## config.mk

```make
export PLATFORM = sky130hd
export DESIGN_NAME = pc_seq
export DESIGN_NICKNAME = d
export VERILOG_FILES = /design/src/rtl/pc_seq.sv
export SDC_FILE = /design/constraint.sdc
export NUM_CORES = 1
export LEC_CHECK = 0
export CAP_MARGIN = 15
export CORE_MARGIN = 1
export CORE_UTILIZATION = 40
export CTS_BUF_LIST = sky130_fd_sc_hd__clkbuf_4 sky130_fd_sc_hd__clkbuf_8
export DETAILED_ROUTE_END_ITERATION = 6
export GPL_TIMING_DRIVEN = 0
export MAX_ROUTING_LAYER = met4
export PLACE_DENSITY = 0.76
export SYNTH_ARGS = -nofsm -noshare
export SYNTH_HDL_FRONTEND = slang
export SYNTH_SLANG_ARGS = --single-unit
```

## constraint.sdc

```tcl
create_clock -name clk -period 3.5 [get_ports clk]
set_input_delay 0.7 -clock clk [delete_from_list [all_inputs] [get_ports clk]]
set_output_delay 0.7 -clock clk [all_outputs]
set_load 0.01 [all_outputs]
```

## src/rtl/pc_seq.sv

```systemverilog
`default_nettype none
//----------------------------------------------------------------------------
// pc_seq: program-counter sequencer (fetch, issue, local branch, halt). Rev 1.0
//----------------------------------------------------------------------------
module pc_seq #(
  parameter logic [4:0] OP_JMP = 5'd20,
  parameter logic [4:0] OP_JNZ = 5'd21,
  parameter logic [4:0] OP_ZNJ = 5'd22,
  parameter logic [7:0] TMO    = 8'd255
) (
  input  logic        clk,
  input  logic        rst_n,
  input  logic        run,
  input  logic        step,
  input  logic        clear,
  input  logic [22:0] op,
  input  logic        flag,
  input  logic        exec_done,
  output logic [8:0]  pc,
  output logic [22:0] ir,
  output logic        exec_start,
  output logic        halted,
  output logic        fault,
  output logic        busy,
  output logic [15:0] instr_count
);

  typedef enum logic [1:0] {
    S_IDLE  = 2'd0,
    S_FETCH = 2'd1,
    S_EXEC  = 2'd2,
    S_HALT  = 2'd3
  } state_t;

  state_t      r_state, w_state_nxt;
  logic [8:0]  r_pc, w_pc_nxt;
  logic [22:0] r_ir, w_ir_nxt;
  logic [15:0] r_cnt, w_cnt_nxt;
  logic        r_fault, w_fault_nxt;
  logic [7:0]  r_wait, w_wait_nxt;
  logic        r_first, w_first_nxt;
  logic        w_start;

  logic [4:0]  w_opc;
  logic        w_is_jmp, w_is_jnz, w_is_znj, w_is_branch, w_taken, w_self_loop;
  logic [8:0]  w_target, w_pc_inc;
  logic [15:0] w_cnt_sat;
  logic [7:0]  w_wait_inc;

  assign w_opc       = r_ir[22:18];
  assign w_target    = r_ir[8:0];
  assign w_is_jmp    = (w_opc == OP_JMP);
  assign w_is_jnz    = (w_opc == OP_JNZ);
  assign w_is_znj    = (w_opc == OP_ZNJ);
  assign w_is_branch = w_is_jmp | w_is_jnz | w_is_znj;
  assign w_taken     = w_is_jmp | (w_is_jnz & flag) | (w_is_znj & ~flag);
  // A jump onto itself can never make progress, so it is treated as a halt.
  assign w_self_loop = w_is_jmp & (w_target == r_pc);
  assign w_pc_inc    = r_pc + 9'd1;
  assign w_cnt_sat   = (&r_cnt) ? r_cnt : r_cnt + 16'd1;
  assign w_wait_inc  = r_wait + 8'd1;

  always_ff @(posedge clk or negedge rst_n) begin
    if (!rst_n) begin
      r_state <= S_IDLE;
      r_pc    <= 9'd0;
      r_ir    <= 23'd0;
      r_cnt   <= 16'd0;
      r_fault <= 1'b0;
      r_wait  <= 8'd0;
      r_first <= 1'b0;
    end else begin
      r_state <= w_state_nxt;
      r_pc    <= w_pc_nxt;
      r_ir    <= w_ir_nxt;
      r_cnt   <= w_cnt_nxt;
      r_fault <= w_fault_nxt;
      r_wait  <= w_wait_nxt;
      r_first <= w_first_nxt;
    end
  end

  always_comb begin
    w_state_nxt = r_state;
    w_pc_nxt    = r_pc;
    w_ir_nxt    = r_ir;
    w_cnt_nxt   = r_cnt;
    w_fault_nxt = r_fault;
    w_wait_nxt  = r_wait;
    w_first_nxt = 1'b0;
    w_start     = 1'b0;
    case (r_state)
      S_IDLE: begin
        if (run || step) w_state_nxt = S_FETCH;
      end
      S_FETCH: begin
        w_ir_nxt    = op;
        w_first_nxt = 1'b1;
        w_wait_nxt  = 8'd0;
        w_state_nxt = S_EXEC;
      end
      S_EXEC: begin
        if (w_is_branch) begin
          w_cnt_nxt   = w_cnt_sat;
          w_pc_nxt    = w_taken ? w_target : w_pc_inc;
          w_state_nxt = w_self_loop ? S_HALT : (run ? S_FETCH : S_IDLE);
        end else begin
          w_start = r_first;
          if (exec_done) begin
            w_cnt_nxt   = w_cnt_sat;
            w_pc_nxt    = w_pc_inc;
            w_state_nxt = run ? S_FETCH : S_IDLE;
          end else if (w_wait_inc == TMO) begin
            w_fault_nxt = 1'b1;
            w_state_nxt = S_HALT;
          end else begin
            w_wait_nxt = w_wait_inc;
          end
        end
      end
      S_HALT: begin
        if (clear) begin
          w_state_nxt = S_IDLE;
          w_pc_nxt    = 9'd0;
          w_fault_nxt = 1'b0;
        end
      end
      default: w_state_nxt = S_IDLE;
    endcase
  end

  assign pc          = r_pc;
  assign ir          = r_ir;
  assign exec_start  = w_start;
  assign halted      = (r_state == S_HALT);
  assign fault       = r_fault;
  assign busy        = (r_state == S_FETCH) || (r_state == S_EXEC);
  assign instr_count = r_cnt;

endmodule
`default_nettype wire
```

# Word level (Yosys, flattened, before mapping)

Cells that the tools add are included.
W data, S select, Z words.

Memories: 0
Input port bits: 30
Word-level logic and storage cells: 74
RAM bits: 0
Memory bits (read-only): 0
Register bits after elaboration: 60
Bits in latches: 0
Output and inout bits: 52

Div/mod/pow operators: 0
$lt $le $gt $ge: 0
Multiplexer cells: 28
Multiply operators: 0
Eq/ne operators: 16
Shifts and indexed selects: 0
Bitwise gates (word level): 8
Reductions and logical operators: 12
$add $sub $neg: 3

Operator list:

| kind                    | number |
|---|---|
| $mux W16                | 3 |
| $mux W9                 | 4 |
| $mux W8                 | 3 |
| $pmux W9 S2             | 1 |
| $add A16 B1 Y16 const B | 1 |
| $pmux W8 S2             | 1 |
| $reduce_and A16 Y1      | 1 |
| $eq A5 B5 Y1 const B    | 3 |
| $mux W2                 | 6 |
| $ne A2 B2 Y1 const B    | 6 |
| $add A9 B1 Y9 const B   | 1 |
| $eq A9 B9 Y1            | 1 |
| $add A8 B1 Y8 const B   | 1 |
| $eq A8 B8 Y1 const B    | 1 |
| $mux W1                 | 8 |
| $pmux W2 S4             | 1 |
| $reduce_and A3 Y1       | 2 |
| $reduce_bool A2 Y1      | 3 |
| $reduce_and A5 Y1       | 1 |
| $eq A2 B2 Y1 const B    | 2 |
| $ne A4 B4 Y1 const B    | 1 |
| $or A1 B1 Y1            | 4 |
| $reduce_and A4 Y1       | 1 |
| $and A1 B1 Y1           | 3 |
| other kinds (7)         | 8 |

# Depth between registers and ports, before layout

Gate-level depths: netlist of the first run.

Depth in word-level cells: 7
Gate-level depth with buffers: 9
Gate-level depth less buffers: 7

# Worst setup path before layout of the first run

OpenSTA, ideal clock, no wires.

Kind: reg2reg
From: reg r_state[0]
To: reg r_cnt[4], in the netlist instr_count[4]
Clock period less this slack: 1.853 ns
Buffers on the path: 2
Data required time: 3.379 ns
Library setup time: 0.121 ns
Cell stages (with the launch flop): 10
Setup slack: 1.647 ns
Data arrival time: 1.731 ns
Path through: dfrtp_1 > inv_1 > ha_1 > buf_4 > and4b_4 > a22oi_2 > a31oi_4 > buf_6 > nand2_1 > o22a_1

Longest elaborated chain between the ends: 2

Ends and longest elaborated chain:

| what                               | RTL line | source |
|---|---|---|
| start, declared                    | 35       | `state_t r_state, w_state_nxt;` |
| start signal, assigned             | 73       | `r_state <= w_state_nxt;` |
| $eq A2 B2 Y1                       | 92       | `case (r_state)` |
| $reduce_and A2 Y1 (no source line) | -        |  |
| end signal, assigned               | 76       | `r_cnt <= w_cnt_nxt;` |
| end, declared                      | 38       | `logic [15:0] r_cnt, w_cnt_nxt;` |

No other way between the ends.
A chain may end at the register's enable or synchronous reset.

# Final worst setup path of the first run

From: reg r_state[0]
To: out exec_start

Longest elaborated chain between the ends: 2

Ends and longest elaborated chain:

| what          | RTL line | source |
|---|---|---|
| $eq A2 B2 Y1  | 92       |  |
| $mux W1       | 92       |  |
| end, declared | 21       | `output logic exec_start,` |

No other way between the ends.

==> results of run 1 <==
stage by stage:
step	std cells	hold slack [ns]	TNS [ns]
after floorplan	283	0.404	0
after global placement	463	0.488	-13.13
after detailed placement	464	0.500	0
after CTS	480	0.395	0
after global routing	480	0.426	0
final	480	0.386	0
final timing paths:
check | end | cells after the start
max in group asynchronous | r_wait[1] | 2
worst min-delay path | ir[9] | 1
worst max register to register | instr_count[4] | 9
worst min register to register | instr_count[14] | 1
worst max-delay path | exec_start | 6
min in group clk | instr_count[14] | 1
critical path, cell delays in order, from the launching register on:
cell                              delay (ns)
sky130_fd_sc_hd__dfrtp_1                0.43
sky130_fd_sc_hd__inv_1                  0.12
sky130_fd_sc_hd__ha_1                   0.16
sky130_fd_sc_hd__buf_4                  0.17
sky130_fd_sc_hd__nand2_1                0.06
sky130_fd_sc_hd__a21oi_1                0.12
sky130_fd_sc_hd__clkdlybuf4s50_1        0.55
layout make-up:
cell class	instances	area share
flip-flops and latches	60	0.354
multi-input cells	207	0.355
clock buffers	12	0.0374
clock inverters	4	0.0112
repair buffers	82	0.195
inverters	7	0.00619
well taps	99	0.0292
plain buffers	9	0.0127
power by group through the flow:
| stage | clock network (W) | registers (W) | logic [W] |
|---|---|---|---|
| 3_5_place_dp | 0 | 0.00116 | 0.00137 |
| 5_1_grt | 0.000696 | 0.00119 | 0.00148 |
| 3_3_place_gp | 0 | 0.00115 | 0.00134 |
| 4_1_cts | 0.000661 | 0.00115 | 0.00138 |
| 2_1_floorplan | 0 | 0.00120 | 0.000659 |
| 6_report | 0.000646 | 0.00115 | 0.00136 |
cell families (layout without fill, tap and decap cells):
| kind of cell | count (synthesis) | count (layout) |
|---|---|---|
| adder cells (fa/ha/maj) | 9 | 9 |
| buffers and inverters | 16 | 114 |
| XOR/XNOR | 24 | 24 |
| AO/OA/AOI/OAI | 52 | 52 |
| AND/OR/NAND/NOR | 96 | 96 |
| flip-flops | 60 | 60 |
| multiplexers | 26 | 26 |
per-layer routing:
metal / global-route usage / routed length, um / part of all wire
met1: 0.272 / 3510 / 0.47
met2: 0.303 / 3510 / 0.47
met5: - / 0 / 0
met4: 0.0632 / 74 / 0.010
met3: 0.0423 / 345 / 0.046
flip-flops by register name, indices dropped and copies added, names as in the netlist:
register and cells:
r_wait 8, fault 1, r_first 1, ir 23
r_state 2, pc 9, instr_count 16
cell usage after synthesis, types with 2 or more instances:
| cell | count | area (um2) |
|---|---|---|
| sky130_fd_sc_hd__a211o_1 | 2 | 17.5 |
| sky130_fd_sc_hd__a21o_1 | 5 | 37.5 |
| sky130_fd_sc_hd__a21oi_1 | 17 | 85.1 |
| sky130_fd_sc_hd__a221o_1 | 2 | 20.0 |
| sky130_fd_sc_hd__a22o_1 | 2 | 17.5 |
| sky130_fd_sc_hd__and2_1 | 3 | 18.8 |
| sky130_fd_sc_hd__and3_1 | 5 | 31.3 |
| sky130_fd_sc_hd__and4_1 | 2 | 17.5 |
| sky130_fd_sc_hd__buf_6 | 2 | 22.5 |
| sky130_fd_sc_hd__clkbuf_1 | 5 | 18.8 |
| sky130_fd_sc_hd__dfrtp_1 | 60 | 1500 |
| sky130_fd_sc_hd__ha_1 | 9 | 113 |
| sky130_fd_sc_hd__inv_1 | 7 | 26.3 |
| sky130_fd_sc_hd__mux2_2 | 24 | 270 |
| sky130_fd_sc_hd__mux2i_1 | 2 | 20.0 |
| sky130_fd_sc_hd__nand2_1 | 20 | 75.1 |
| sky130_fd_sc_hd__nand2b_1 | 8 | 50.1 |
| sky130_fd_sc_hd__nand3_1 | 18 | 90.1 |
| sky130_fd_sc_hd__nand3b_1 | 2 | 15.0 |
| sky130_fd_sc_hd__nand4_1 | 7 | 43.8 |
| sky130_fd_sc_hd__nor2_1 | 7 | 26.3 |
| sky130_fd_sc_hd__nor2b_1 | 4 | 25.0 |
| sky130_fd_sc_hd__nor3_1 | 6 | 30.0 |
| sky130_fd_sc_hd__nor3_2 | 2 | 20.0 |
| sky130_fd_sc_hd__nor4_1 | 4 | 25.0 |
| sky130_fd_sc_hd__o21ai_0 | 7 | 35.0 |
| sky130_fd_sc_hd__o22ai_1 | 4 | 25.0 |
| sky130_fd_sc_hd__o31a_1 | 2 | 17.5 |
| sky130_fd_sc_hd__or2_2 | 2 | 12.5 |
| sky130_fd_sc_hd__xnor2_1 | 12 | 105 |
| sky130_fd_sc_hd__xor2_1 | 12 | 105 |
==> flow_summary.html, run 1 <==
<table>
<tr><th>Metric</th><th>Value</th></tr>
<tr><th colspan="2">Setup path</th></tr>
<tr><td>Worst reg2reg setup slack</td><td>1.34 ns</td></tr>
<tr><td>Worst r2r src</td><td>r_state[0]</td></tr>
<tr><td>Setup crit start</td><td>r_state[0]</td></tr>
<tr><td>Category of the most critical setup path</td><td>flop to output pin</td></tr>
<tr><td>Maximum fanout count along the critical path</td><td>9</td></tr>
<tr><td>Critical path endpoint category</td><td>output pin</td></tr>
<tr><td>Startpoint class of the critical path</td><td>flop</td></tr>
<tr><td>Crit path DAT</td><td>1.93 ns</td></tr>
<tr><td>Data required time of the critical path</td><td>2.80 ns</td></tr>
<tr><th colspan="2">Final layout</th></tr>
<tr><td>Number of diodes</td><td>0</td></tr>
<tr><td>Layout net count</td><td>415</td></tr>
<tr><td>Finished Core Util</td><td>0.576</td></tr>
<tr><td>Finished layout cell area</td><td>4250 um2</td></tr>
<tr><td>Filler Cell Count</td><td>648</td></tr>
<tr><td>Fraction of final layout cells with drive strength greater than 1</td><td>0.150</td></tr>
<tr><td>Layout overhead on the synthesized area</td><td>37.4%</td></tr>
<tr><td>Sequential cell area</td><td>1500 um2</td></tr>
<tr><td>Multi-input gate area in the final layout</td><td>1510 um2</td></tr>
<tr><td>Commonest non-fill, non-tap cell in the layout</td><td>sky130_fd_sc_hd__clkdlybuf4s50_1</td></tr>
<tr><td>Top library cells by usage in the layout, fill and taps aside</td><td>80 x sky130_fd_sc_hd__clkdlybuf4s50_1, 60 x sky130_fd_sc_hd__dfrtp_1, 24 x sky130_fd_sc_hd__mux2_2</td></tr>
<tr><th colspan="2">Power and ir drop</th></tr>
<tr><td>Static leakage</td><td>1.77 nW</td></tr>
<tr><td>Net switching power of the design</td><td>0.00112 W</td></tr>
<tr><td>Switching part of the total</td><td>0.356</td></tr>
<tr><td>Worst vdd rail ir drop</td><td>463 uV</td></tr>
<tr><td>Final Power</td><td>0.00316 W</td></tr>
<tr><td>Relative contribution of the clock network to total power</td><td>0.204</td></tr>
<tr><td>Sequential group share of total power</td><td>0.365</td></tr>
<tr><td>Internal power contribution</td><td>0.00204 W</td></tr>
<tr><td>PD cells</td><td>745 nW/um2</td></tr>
<tr><td>Logic pwr share</td><td>0.430</td></tr>
<tr><th colspan="2">Yosys</th></tr>
<tr><td>Post-synthesis register bit count</td><td>60</td></tr>
<tr><td>Sequential area share after synthesis</td><td>0.486</td></tr>
<tr><td>Synth Net Count</td><td>322</td></tr>
<tr><td>Number of synthesized flops with an enable pin</td><td>0</td></tr>
<tr><td>Instance count of the mapped netlist</td><td>283</td></tr>
<tr><td>Multiplexer share of the synthesized area</td><td>0.0940</td></tr>
<tr><td>Post-synth cell types</td><td>50</td></tr>
<tr><td>Synthesized-area fraction occupied by adder cells</td><td>0.0365</td></tr>
<tr><td>Syn Area/Cell</td><td>10.9 um2</td></tr>
<tr><td>Post-Synthesis Cell Area</td><td>3090 um2</td></tr>
<tr><td>Fraction of the mapped netlist area in compound gates</td><td>0.117</td></tr>
<tr><td>Ys async rst share</td><td>1.00</td></tr>
<tr><td>Parity-gate share of the synthesized area counting xor and xnor cells</td><td>0.0680</td></tr>
<tr><td>Largest family of logic cells by synthesized area</td><td>simple AND/OR/NAND/NOR gates</td></tr>
<tr><td>Share of synthesized cell area in and, or, nand and nor gates</td><td>0.173</td></tr>
<tr><td>Flip-flop cell with the highest count after synthesis</td><td>sky130_fd_sc_hd__dfrtp_1</td></tr>
<tr><td>Yosys Warn Count</td><td>0</td></tr>
<tr><th colspan="2">Route</th></tr>
<tr><td>Number of design rule violations left after detail routing</td><td>0</td></tr>
<tr><td>Remaining number of nets flagged by the antenna check after routing</td><td>0</td></tr>
<tr><td>First-iteration detailed-routing DRC count</td><td>176</td></tr>
<tr><td>Final Routed Wirelength</td><td>7430 um</td></tr>
<tr><td>First-pass DRT Iterations</td><td>4</td></tr>
<tr><td>Via density</td><td>5.30</td></tr>
<tr><td>Average wire length per cell after detail routing</td><td>15.5 um</td></tr>
<tr><td>Via count</td><td>2544</td></tr>
<tr><th colspan="2">Die</th></tr>
<tr><td>Horizontal extent of the die</td><td>89.9 um</td></tr>
<tr><td>Row count</td><td>31</td></tr>
<tr><td>Starting density of the core</td><td>0.419</td></tr>
<tr><td>Height of the die</td><td>89.9 um</td></tr>
<tr><td>Placeable core region</td><td>7370 um2</td></tr>
<tr><td>DIE AREA</td><td>8080 um2</td></tr>
<tr><td>Top-level port count</td><td>82</td></tr>
<tr><th colspan="2">STA</th></tr>
<tr><td>Hold Vio Cnt, Final</td><td>0</td></tr>
<tr><td>Number of slew-limit violations in the final report</td><td>0</td></tr>
<tr><td>Least setup slack across all paths after layout</td><td>0.867 ns</td></tr>
<tr><td>Setup repair after global routing missed its margin</td><td>false</td></tr>
<tr><td>Worst slew margin relative to its limit</td><td>0.575</td></tr>
<tr><td>Worst setup skew after layout</td><td>0.00813 ns</td></tr>
<tr><td>Final Critical Period</td><td>2.63 ns</td></tr>
<tr><td>Actual slew at the worst max-slew pin</td><td>0.637 ns</td></tr>
<tr><td>Part of the cycle the worst path needs</td><td>0.752</td></tr>
<tr><td>Final count of negative-setup-slack endpoints</td><td>0</td></tr>
<tr><td>Max Clk Rate</td><td>380 MHz</td></tr>
<tr><th colspan="2">Hold path</th></tr>
<tr><td>Path type of the worst min-delay path</td><td>input pin to asynchronous set/reset pin</td></tr>
<tr><th colspan="2">Place</th></tr>
<tr><td>Post-detail-place hpwl</td><td>5490 um</td></tr>
<tr><td>Dpl cell area</td><td>4040 um2</td></tr>
<tr><td>Buffers added on ports</td><td>81</td></tr>
<tr><td>GPL Wtd Cong</td><td>0.851</td></tr>
<tr><td>Worst setup timing slack at the placement stage</td><td>1.12 ns</td></tr>
<tr><th colspan="2">Clock tree</th></tr>
<tr><td>Clock buffer depth</td><td>2</td></tr>
<tr><td>Number of buffers added by the clock tree synthesis step</td><td>9</td></tr>
<tr><td>Root buffer cell</td><td>sky130_fd_sc_hd__clkbuf_8</td></tr>
<tr><td>Clock Pin Slew Worst Setup and Hold Paths</td><td>0.07 ns</td></tr>
<tr><td>Clock latency reported for the late side of the worst-skew pair</td><td>0.33 ns</td></tr>
<tr><td>Hold Buf Count CTS</td><td>0</td></tr>
<tr><td>Clock tree from TritonCTS</td><td>done</td></tr>
<tr><td>Number of levels the H-tree was split into</td><td>3</td></tr>
<tr><td>Clock Sink Count</td><td>60</td></tr>
<tr><td>Count of cells resized by post-cts repair</td><td>0</td></tr>
<tr><td>Post-CTS repair timing setup buffer count</td><td>0</td></tr>
<tr><th colspan="2">Global routing</th></tr>
<tr><td>Wire length of the first global-routing pass</td><td>12600 um</td></tr>
<tr><td>GRT overflow</td><td>0</td></tr>
<tr><td>Vias in the first global route</td><td>2560</td></tr>
<tr><td>Number of antenna violations at the first check in global routing</td><td>0</td></tr>
<tr><td>Total track usage</td><td>0.201</td></tr>
<tr><td>Pin count of the biggest net entering global routing</td><td>34</td></tr>
<tr><th colspan="2">Run</th></tr>
<tr><td>Max-Cap Viols</td><td>0</td></tr>
<tr><th colspan="2">Status</th></tr>
<tr><td>Status</td><td>complete, no violations</td></tr>
</table>
Note: power is estimated with default switching activity, not from simulation.
==> run 2, diff against run 1 <==
--- a/config.mk
+++ b/config.mk
@@ -12,7 +12,7 @@
 export DETAILED_ROUTE_END_ITERATION = 6
 export GPL_TIMING_DRIVEN = 0
 export MAX_ROUTING_LAYER = met4
-export PLACE_DENSITY = 0.76
+export PLACE_DENSITY = 0.79
 export SYNTH_ARGS = -nofsm -noshare
 export SYNTH_HDL_FRONTEND = slang
 export SYNTH_SLANG_ARGS = --single-unit
==> constraint.sdc (replaced) <==
create_clock -name clk -period 2.42 [get_ports clk]
set_input_delay 0.484 -clock clk [delete_from_list [all_inputs] [get_ports clk]]
set_output_delay 0.484 -clock clk [all_outputs]
set_load 0.01 [all_outputs]
==> run 2 against run 1 <==
Effect of this change:
- cell count unchanged
- global-route usage up 0.61 points
- first-iteration DRC count up 16%
- utilization up 0.54 points
- via count up 1.1%
- clock power up 75%
- highest routed layer unchanged
- clock skew up 0.0014 ns
- final area up 0.94%
==> flow_summary.html, run 2 (synthesis results as in run 1) <==
<table>
<tr><th>Metric</th><th>Value</th></tr>
<tr><th colspan="2">Die</th></tr>
<tr><td>Starting density of the core</td><td>0.419 (unchanged)</td></tr>
<tr><td>Row count</td><td>31 (unchanged)</td></tr>
<tr><td>DIE AREA</td><td>8080 um2 (unchanged)</td></tr>
<tr><td>Horizontal extent of the die</td><td>89.9 um (unchanged)</td></tr>
<tr><td>Height of the die</td><td>89.9 um (unchanged)</td></tr>
<tr><td>Placeable core region</td><td>7370 um2 (unchanged)</td></tr>
<tr><td>Top-level port count</td><td>82 (unchanged)</td></tr>
<tr><th colspan="2">Global routing</th></tr>
<tr><td>Vias in the first global route</td><td>2571 (+0.43%)</td></tr>
<tr><td>Number of antenna violations at the first check in global routing</td><td>0 (unchanged)</td></tr>
<tr><td>Total track usage</td><td>0.207 (+0.00613)</td></tr>
<tr><td>GRT overflow</td><td>0 (unchanged)</td></tr>
<tr><td>Pin count of the biggest net entering global routing</td><td>39 (+15%)</td></tr>
<tr><td>Wire length of the first global-routing pass</td><td>12900 um (+2.2%)</td></tr>
<tr><th colspan="2">STA</th></tr>
<tr><td>Actual slew at the worst max-slew pin</td><td>0.564 ns (-0.0735 ns)</td></tr>
<tr><td>Worst slew margin relative to its limit</td><td>0.624 (+0.0490)</td></tr>
<tr><td>Final Critical Period</td><td>2.19 ns</td></tr>
<tr><td>Max Clk Rate</td><td>456 MHz</td></tr>
<tr><td>Final sum of negative setup slack</td><td>0 ns (unchanged)</td></tr>
<tr><td>Number of slew-limit violations in the final report</td><td>0 (unchanged)</td></tr>
<tr><td>Final count of negative-setup-slack endpoints</td><td>0 (unchanged)</td></tr>
<tr><td>Hold Vio Cnt, Final</td><td>0 (unchanged)</td></tr>
<tr><td>Setup repair after global routing missed its margin</td><td>false</td></tr>
<tr><td>Worst setup skew after layout</td><td>0.00952 ns (+0.00140 ns)</td></tr>
<tr><td>Part of the cycle the worst path needs</td><td>0.906</td></tr>
<tr><th colspan="2">Route</th></tr>
<tr><td>Number of design rule violations left after detail routing</td><td>0 (unchanged)</td></tr>
<tr><td>Remaining number of nets flagged by the antenna check after routing</td><td>0 (unchanged)</td></tr>
<tr><td>Average wire length per cell after detail routing</td><td>15.6 um (+0.98%)</td></tr>
<tr><td>First-pass DRT Iterations</td><td>5 (+1)</td></tr>
<tr><td>Via count</td><td>2572 (+1.1%)</td></tr>
<tr><td>Via density</td><td>5.36 (+1.1%)</td></tr>
<tr><td>First-iteration detailed-routing DRC count</td><td>204 (+16%)</td></tr>
<tr><td>Final Routed Wirelength</td><td>7510 um (+0.98%)</td></tr>
<tr><th colspan="2">Place</th></tr>
<tr><td>Dpl cell area</td><td>4040 um2 (unchanged)</td></tr>
<tr><td>GPL Wtd Cong</td><td>0.884 (+3.9%)</td></tr>
<tr><td>Buffers added on ports</td><td>81 (unchanged)</td></tr>
<tr><td>Post-detail-place hpwl</td><td>5440 um (-1.1%)</td></tr>
<tr><td>Cell Count Post-Placement</td><td>464 (unchanged)</td></tr>
<tr><th colspan="2">Final layout</th></tr>
<tr><td>Commonest non-fill, non-tap cell in the layout</td><td>sky130_fd_sc_hd__clkdlybuf4s50_1</td></tr>
<tr><td>Cell Count, Final, Fillers Out</td><td>480 (unchanged)</td></tr>
<tr><td>Layout net count</td><td>415 (unchanged)</td></tr>
<tr><td>Top library cells by usage in the layout, fill and taps aside</td><td>79 x sky130_fd_sc_hd__clkdlybuf4s50_1, 60 x sky130_fd_sc_hd__dfrtp_1, 24 x sky130_fd_sc_hd__mux2_2</td></tr>
<tr><td>Finished layout cell area</td><td>4290 um2 (+0.94%)</td></tr>
<tr><td>Number of flip-flops in the largest register</td><td>23 (unchanged)</td></tr>
<tr><td>Fraction of final layout cells with drive strength greater than 1</td><td>0.150 (unchanged)</td></tr>
<tr><td>Layout overhead on the synthesized area</td><td>38.7%</td></tr>
<tr><td>Number of diodes</td><td>0 (unchanged)</td></tr>
<tr><th colspan="2">Clock tree</th></tr>
<tr><td>Root buffer cell</td><td>sky130_fd_sc_hd__clkbuf_8</td></tr>
<tr><td>Clock Sink Count</td><td>60 (unchanged)</td></tr>
<tr><td>Clock latency reported for the late side of the worst-skew pair</td><td>0.34 ns (about the same)</td></tr>
<tr><td>Post-CTS repair timing setup buffer count</td><td>0 (unchanged)</td></tr>
<tr><td>Number of levels the H-tree was split into</td><td>3 (unchanged)</td></tr>
<tr><td>Clock tree from TritonCTS</td><td>done</td></tr>
<tr><td>Clock buffer depth</td><td>2 (unchanged)</td></tr>
<tr><td>Number of buffers added by the clock tree synthesis step</td><td>9 (unchanged)</td></tr>
<tr><td>Clock Pin Slew Worst Setup and Hold Paths</td><td>0.08 ns (about the same)</td></tr>
<tr><th colspan="2">Run</th></tr>
<tr><td>Max-Cap Viols</td><td>0 (unchanged)</td></tr>
<tr><th colspan="2">Setup path</th></tr>
<tr><td>Cell chain of the critical path</td><td>inv_1, ha_1, clkdlybuf4s50_1</td></tr>
<tr><td>Delay-heaviest family, CP</td><td>buffers and inverters</td></tr>
<tr><td>Slowest CP cell</td><td>sky130_fd_sc_hd__clkdlybuf4s50_1</td></tr>
<tr><td>Critical path endpoint category</td><td>output pin</td></tr>
<tr><td>Category of the most critical setup path</td><td>flop to output pin</td></tr>
<tr><td>Startpoint class of the critical path</td><td>flop</td></tr>
<tr><td>Maximum fanout count along the critical path</td><td>5 (-4)</td></tr>
<tr><td>Data required time of the critical path</td><td>1.94 ns (-0.86 ns)</td></tr>
<tr><td>Worst path bufs/invs</td><td>2 (-1)</td></tr>
<tr><td>Largest incremental delay on the critical path</td><td>0.55 ns (about the same)</td></tr>
<tr><td>Crit path DAT</td><td>1.71 ns (-0.22 ns)</td></tr>
<tr><th colspan="2">Power and ir drop</th></tr>
<tr><td>Net switching power of the design</td><td>0.00167 W (+48%)</td></tr>
<tr><td>Logic pwr share</td><td>0.411 (-0.019)</td></tr>
<tr><td>Internal power contribution</td><td>0.00309 W (+52%)</td></tr>
<tr><td>Static leakage</td><td>1.78 nW (+1.1%)</td></tr>
<tr><td>PD cells</td><td>1110 nW/um2 (+49%)</td></tr>
<tr><td>Final Power</td><td>0.00476 W (+51%)</td></tr>
<tr><td>Sequential group share of total power</td><td>0.351 (-0.014)</td></tr>
<tr><td>Relative contribution of the clock network to total power</td><td>0.237 (+0.033)</td></tr>
<tr><td>Worst vdd rail ir drop</td><td>794 uV (+71%)</td></tr>
<tr><td>Switching part of the total</td><td>0.351 (-0.00511)</td></tr>
<tr><th colspan="2">Hold path</th></tr>
<tr><td>Path type of the worst min-delay path</td><td>input pin to asynchronous set/reset pin</td></tr>
<tr><th colspan="2">Status</th></tr>
<tr><td>Status</td><td>complete, no violations</td></tr>
</table>
-- run 2: cell types whose count changed in the layout (fill, tap and decap cells not counted), sizes merged --
cell | before | now
bufinv | 1 | 3
clkbuf | 17 | 14
clkdlybuf4s50 | 80 | 79
dlygate4sd2 | 0 | 1
inv | 7 | 8
-- run 2: metal layers --
| layer | GRT usage | vias to the layer above | share of wire | wire length, um |
|---|---|---|---|---|
| li1 | - | 1214 | - | - |
| met1 | 0.282 | 1260 | 0.47 | 3510 |
| met2 | 0.306 | 88 | 0.47 | 3550 |
| met3 | 0.0415 | 10 | 0.045 | 335 |
| met4 | 0.0780 | 0 | 0.014 | 107 |
| met5 | - | - | 0 | 0 |
-- run 2: path summary, 6_finish.rpt --
| path | from | endpoint | slack, ns | cells after the start |
|---|---|---|---|---|
| worst max-delay path | r_state[0] | busy | 0.23 | 3 |
| worst min-delay path | rst_n | ir[9] | 0.11 | 1 |
| min in group clk | instr_count[14] | instr_count[14] | 0.50 | 1 |
| worst max register to register | r_state[0] | instr_count[5] | 0.30 | 9 |
| max in group asynchronous | rst_n | instr_count[12] | 1.71 | 2 |
| worst min register to register | instr_count[14] | instr_count[14] | 0.50 | 1 |
-- run 2: layout make-up --
class / instances / area, um2
fillers: 646 / 3080
multi-input cells: 207 / 1510
flip-flops and latches: 60 / 1500
repair buffers: 82 / 825
clock buffers: 9 / 124
clock inverters: 7 / 124
well taps: 99 / 124
plain buffers: 9 / 53.8
inverters: 7 / 26.3
-- run 2: power by group through the flow --
stage	sequential [W]	combinational [W]	clock, W
finish	0.00167	0.00196	0.00113
CTS	0.00167	0.00198	0.00115
global route	0.00173	0.00213	0.00120
floorplan	0.00173	0.000954	0
detailed placement	0.00168	0.00197	0
global placement	0.00166	0.00193	0
-- run 2: what timing repair did --
| action | CTS | global route |
|---|---|---|
| resized for setup | 1 | 0 |
| hold buffers | 0 | 0 |
| setup endpoints to repair | 1 | 0 |
-- run 2: stage by stage --
stage	hold slack (ns)	worst slack [ns]	utilization
final	0.115	0.228	0.581
after global routing	0.147	0.125	0.581
after CTS	0.120	0.195	0.581
after detailed placement	0.494	0.280	0.548
after global placement	0.491	-1.06	0.546
after floorplan	0.188	0.567	-
